[src/rtl/cop0_irq_ctrl.sv]
// Interrupt source block feeding CP0 Cause: synchronizes external irq lines,
// latches level/edge pending bits and hosts the Count/Compare timer.
module cop0_irq_ctrl #(
    parameter int                     NUM_EXT_IRQ = 6,
    parameter int                     SYNC_STAGES = 2,
    parameter logic [NUM_EXT_IRQ-1:0] EDGE_MASK   = '0,
    parameter int                     TIMER_WIDTH = 32
) (
    input  logic                   clk,
    input  logic                   reset,
    input  logic [NUM_EXT_IRQ-1:0] irq_in,
    input  logic [NUM_EXT_IRQ-1:0] irq_ack,
    input  logic                   count_en,
    input  logic                   wr_en,
    input  logic [4:0]             wr_addr,
    input  logic [31:0]            wr_data,
    input  logic [4:0]             rd_addr,
    output logic [31:0]            rd_data,
    output logic [31:0]            ext_cause,
    output logic                   timer_irq
);

    localparam logic [4:0] ADDR_COUNT   = 5'd9;
    localparam logic [4:0] ADDR_COMPARE = 5'd11;

    logic [SYNC_STAGES-1:0][NUM_EXT_IRQ-1:0] sync_reg;
    logic [NUM_EXT_IRQ-1:0] sync_s;
    logic [NUM_EXT_IRQ-1:0] s_d_reg;
    logic [NUM_EXT_IRQ-1:0] pend_reg;
    logic [NUM_EXT_IRQ-1:0] pend_next;

    logic [TIMER_WIDTH-1:0] count_reg;
    logic [TIMER_WIDTH-1:0] count_next;
    logic [TIMER_WIDTH-1:0] compare_reg;
    logic                   timer_pend_reg;
    logic                   timer_pend_next;
    logic [31:0]            rd_data_next;

    logic wr_count;
    logic wr_compare;

    assign sync_s     = sync_reg[SYNC_STAGES-1];
    assign wr_count   = wr_en && (wr_addr == ADDR_COUNT);
    assign wr_compare = wr_en && (wr_addr == ADDR_COMPARE);

    // Stage 0 samples the asynchronous lines; the last stage is the safe copy.
    always_ff @(posedge clk) begin
        if (reset) begin
            sync_reg <= '0;
            s_d_reg  <= '0;
        end else begin
            sync_reg <= {sync_reg[SYNC_STAGES-2:0], irq_in};
            s_d_reg  <= sync_s;
        end
    end

    // Per-line pending logic: an edge arriving with an ack keeps the bit set.
    generate
        for (genvar gi = 0; gi < NUM_EXT_IRQ; gi++) begin : g_line
            if (EDGE_MASK[gi]) begin : g_edge
                assign pend_next[gi] = (sync_s[gi] & ~s_d_reg[gi]) |
                                       (pend_reg[gi] & ~irq_ack[gi]);
            end else begin : g_level
                assign pend_next[gi] = sync_s[gi];
            end
        end
    endgenerate

    always_ff @(posedge clk) begin
        if (reset) begin
            pend_reg <= '0;
        end else begin
            pend_reg <= pend_next;
        end
    end

    always_comb begin
        count_next = count_reg;
        if (wr_count) begin
            count_next = wr_data[TIMER_WIDTH-1:0];
        end else if (count_en) begin
            count_next = count_reg + TIMER_WIDTH'(1);
        end
    end

    // Match uses registered values; a Compare write in the same cycle wins.
    always_comb begin
        timer_pend_next = timer_pend_reg;
        if (wr_compare) begin
            timer_pend_next = 1'b0;
        end else if (count_reg == compare_reg) begin
            timer_pend_next = 1'b1;
        end
    end

    always_comb begin
        rd_data_next = '0;
        case (rd_addr)
            ADDR_COUNT:   rd_data_next = 32'(count_reg);
            ADDR_COMPARE: rd_data_next = 32'(compare_reg);
            default:      rd_data_next = '0;
        endcase
    end

    always_ff @(posedge clk) begin
        if (reset) begin
            count_reg      <= '0;
            compare_reg    <= '1;
            timer_pend_reg <= 1'b0;
            rd_data        <= '0;
        end else begin
            count_reg      <= count_next;
            timer_pend_reg <= timer_pend_next;
            rd_data        <= rd_data_next;
            if (wr_compare) begin
                compare_reg <= wr_data[TIMER_WIDTH-1:0];
            end
        end
    end

    always_comb begin
        ext_cause = '0;
        for (int k = 0; k < NUM_EXT_IRQ; k++) begin
            ext_cause[15-k] = pend_reg[NUM_EXT_IRQ-1-k];
        end
        ext_cause[15] = ext_cause[15] | timer_pend_reg;
    end

    assign timer_irq = timer_pend_reg;

endmodule
[config.mk]
export PLATFORM = sky130hd
export DESIGN_NAME = cop0_irq_ctrl
export DESIGN_NICKNAME = d
export VERILOG_FILES = /design/src/rtl/cop0_irq_ctrl.sv
export SDC_FILE = /design/constraint.sdc
export NUM_CORES = 1
export LEC_CHECK = 0
export CAP_MARGIN = 20
export CORE_MARGIN = 5
export CORE_UTILIZATION = 50
export CTS_CLUSTER_DIAMETER = 60
export DETAILED_ROUTE_END_ITERATION = 7
export GPL_ROUTABILITY_DRIVEN = 0
export PLACE_DENSITY = 0.8
export REMOVE_ABC_BUFFERS = 1
export SLEW_MARGIN = 0
export SYNTH_ARGS = -nofsm -noshare
export SYNTH_HDL_FRONTEND = slang
export SYNTH_SLANG_ARGS = --single-unit
[constraint.sdc]
create_clock -name clk -period 2.2 [get_ports clk]
set_clock_uncertainty 0.2 [all_clocks]
set_input_delay 0.44 -clock clk [delete_from_list [all_inputs] [get_ports clk]]
set_output_delay 0.44 -clock clk [all_outputs]
set_load 0.05 [all_outputs]
==> impl_metrics.ini, run 1 <==
[clock_network]
clk-insertion-delay-late_ns = 0.52
cts_setup_buffers = 0
cts_buffer_depth = 2
cts-root-buf = clkbuf_8
post_cts_resized = 31
cts.clk_slew.worst_paths_ns = 0.06
ctsHtreeMaxLevel = 4
tritoncts = yes
postCtsHoldBufs = 0
numCtsBuffers = 17
numClockSinks = 115

[layout]
diodes = 0
area_delta_synth_final_pct = 30.81
register_area_sq_mm = 0.002302
multi_input_area_sq_mm = 0.002658
fin_cells = 826
fin_nets = 736
drive_gt1_share_pct = 14.06
fillers = 821

[grt]
grt_pass1_wl_um = 21160
grt_max_degree = 84
grt_pass1_vias = 4307
grt_usage_pct = 20.60
grt_overflow = 0
antenna_found_initial = 0

[timing]
setup_tns_ns = 0
worst_slack_ns = 0.1124
drv_slew = 0
whs_ns = 0.2337
fin_crit_ns = 2.088
min_period_over_period_pct = 94.89
rsz0062_at_grt = no
max_freq_ghz = 0.4790
setup_viol = 0
hold_viol = 0

[synth]
syn_area_per_cell_sq_um = 9.117
synth_area_sq_mm = 0.005279
netlist_instances = 579
yosys-top-cells-count = dfxtp_1 (115), nand2_1 (74), nor2_1 (62)
ys_seq_elements = 115
synthTopCellsByArea = dfxtp_1 (44%), xnor2_1 (8.3%), mux2i_1 (6.6%)
synth_edf_count = 0
synth_flop_cell = dfxtp_1
ys_seq_area_share_pct = 43.61
yosysTopAreaCell = dfxtp_1
ys.warnings.count = 0
ys_async_sr_fraction_pct = 0
synth_top_area_share_pct = 43.61
ys_types = 40
synth.most_common_cell = dfxtp_1

[routing]
ant_nets = 0
wl_per_cell_um = 15.83
drt-vias-per-instance = 5.297
route.vias.total = 4375
drtPass1Iterations = 6
drt_iter0_drc = 271
drc = 0
routed_wl_um = 13080

[setup_path]
cp-end-kind = register
cp.required_ns = 2.42
startpoint_type = register
path_max_fanout = 7
arrival_ns = 2.31
crit_type = reg2reg

[die]
io_pins = 123
core_area_sq_mm = 0.01032
die_width_um = 112.8
dieArea_sq_mm = 0.01271
die_h_um = 112.8
initial_core_util_pct = 51.13
num_rows = 37

[power]
leakage_uw = 0.002951
report.power.total_uw = 5341
p_per_area_mw_per_mm2 = 773.5
ir_drop_mv = 0.4839

[placed_design]
hpwl_um = 8755
dpl.cell_count = 794
io_buffers = 90
place_ws_ns = -0.2538

[flow_run]
cap_violations = 0

[worst_hold_path]
hold_class = reg2reg

[run_status]
status = complete, no violations
==> kinds of logic after synthesis <==
| kind of cell | count (synthesis) | synth area share (%) |
|---|---|---|
| DFF | 115 | 43.61 |
| xor gates and xnor gates | 58 | 9.623 |
| buffers and inverters | 76 | 7.987 |
| muxes | 35 | 6.637 |
| AOI/OAI and AO/OA | 38 | 5.238 |
| other | 1 | 0.07104 |
| and+or+nand+nor | 255 | 26.59 |
| adders and majority gates | 1 | 0.2370 |
==> layout by cell type (no fill, tap or decap), types with 23 or more instances in the layout <==
cell and n:
dfxtp_1 115, nand2_1 74, nor2_1 62, xnor2_1 50
clkdlybuf4s50_1 49, buf_4 39, mux2i_1 35, nand3b_1 33
dlygate4sd2_1 30, conb_1 26, a211oi_1 23
==> worst max-delay path, stage by stage (launching register included) <==
cell      delay (ns)
dfxtp_1         0.40
and3_1          0.42
nand2_1         0.33
nor4_2          0.29
xnor2_1         0.10
a211oi_1        0.25
==> through the flow <==
step / area [sq um] / util [%]
after global routing: 6905 / 66.89
after global placement: 6340 / 61.41
final: 6905 / 66.89
after floorplan: 4966 / -
after detailed placement: 6340 / 61.41
after CTS: 6900 / 66.84
==> metal layers <==
layer,wire (um),part of all wire (%),GRT usage (%)
met1,5380,41,25.54
met2,6242,48,34.04
met3,1071,8.2,5.455
met4,382,2.9,8.413
met5,0,0,0
==> power by group <==
part           internal [uW]  switching, uW
Combinational            182            262
Clock                   1780            968
Sequential              2120           24.1
==> final timing paths <==
path	end	slack, ns	cells after the start	from
hold / removal	pend_reg[2]$_SDFF_PP0_	0.23	1	pend_next[2]$_SDFF_PP0_
setup / recovery	count_reg[22]$_SDFFE_PP0P_	0.11	5	count_reg[4]$_SDFFE_PP0P_
setup reg to reg	count_reg[22]$_SDFFE_PP0P_	0.11	5	count_reg[4]$_SDFFE_PP0P_
hold reg to reg	pend_reg[2]$_SDFF_PP0_	0.23	1	pend_next[2]$_SDFF_PP0_
==> final cells by class <==
| cell class | instances | share of cell area, % |
|---|---|---|
| Multi-Input combinational cell | 413 | 38.49 |
| Sequential cell | 115 | 33.34 |
| Timing Repair Buffer | 126 | 16.81 |
| Clock buffer | 20 | 6.450 |
| Tap cell | 136 | 2.464 |
| Clock inverter | 12 | 2.229 |
| Inverter | 4 | 0.2174 |
Note: power is estimated with default switching activity, not from simulation.
==> run 2, diff against run 1 <==
--- a/config.mk
+++ b/config.mk
@@ -17,3 +17,4 @@
 export SYNTH_ARGS = -nofsm -noshare
 export SYNTH_HDL_FRONTEND = slang
 export SYNTH_SLANG_ARGS = --single-unit
+export TNS_END_PERCENT = 100
==> results of run 2 <==
No change in the layout: final DEF, timing and power equal those of run 1.
==> run 3, diff against run 2 <==
--- a/config.mk
+++ b/config.mk
@@ -11,10 +11,11 @@
 export CTS_CLUSTER_DIAMETER = 60
 export DETAILED_ROUTE_END_ITERATION = 7
 export GPL_ROUTABILITY_DRIVEN = 0
+export HOLD_SLACK_MARGIN = 0.12
 export PLACE_DENSITY = 0.8
 export REMOVE_ABC_BUFFERS = 1
 export SLEW_MARGIN = 0
 export SYNTH_ARGS = -nofsm -noshare
 export SYNTH_HDL_FRONTEND = slang
 export SYNTH_SLANG_ARGS = --single-unit
-export TNS_END_PERCENT = 100
+export TNS_END_PERCENT = 30
==> results of run 3 <==
No change in the layout: final DEF, timing and power equal those of run 1.
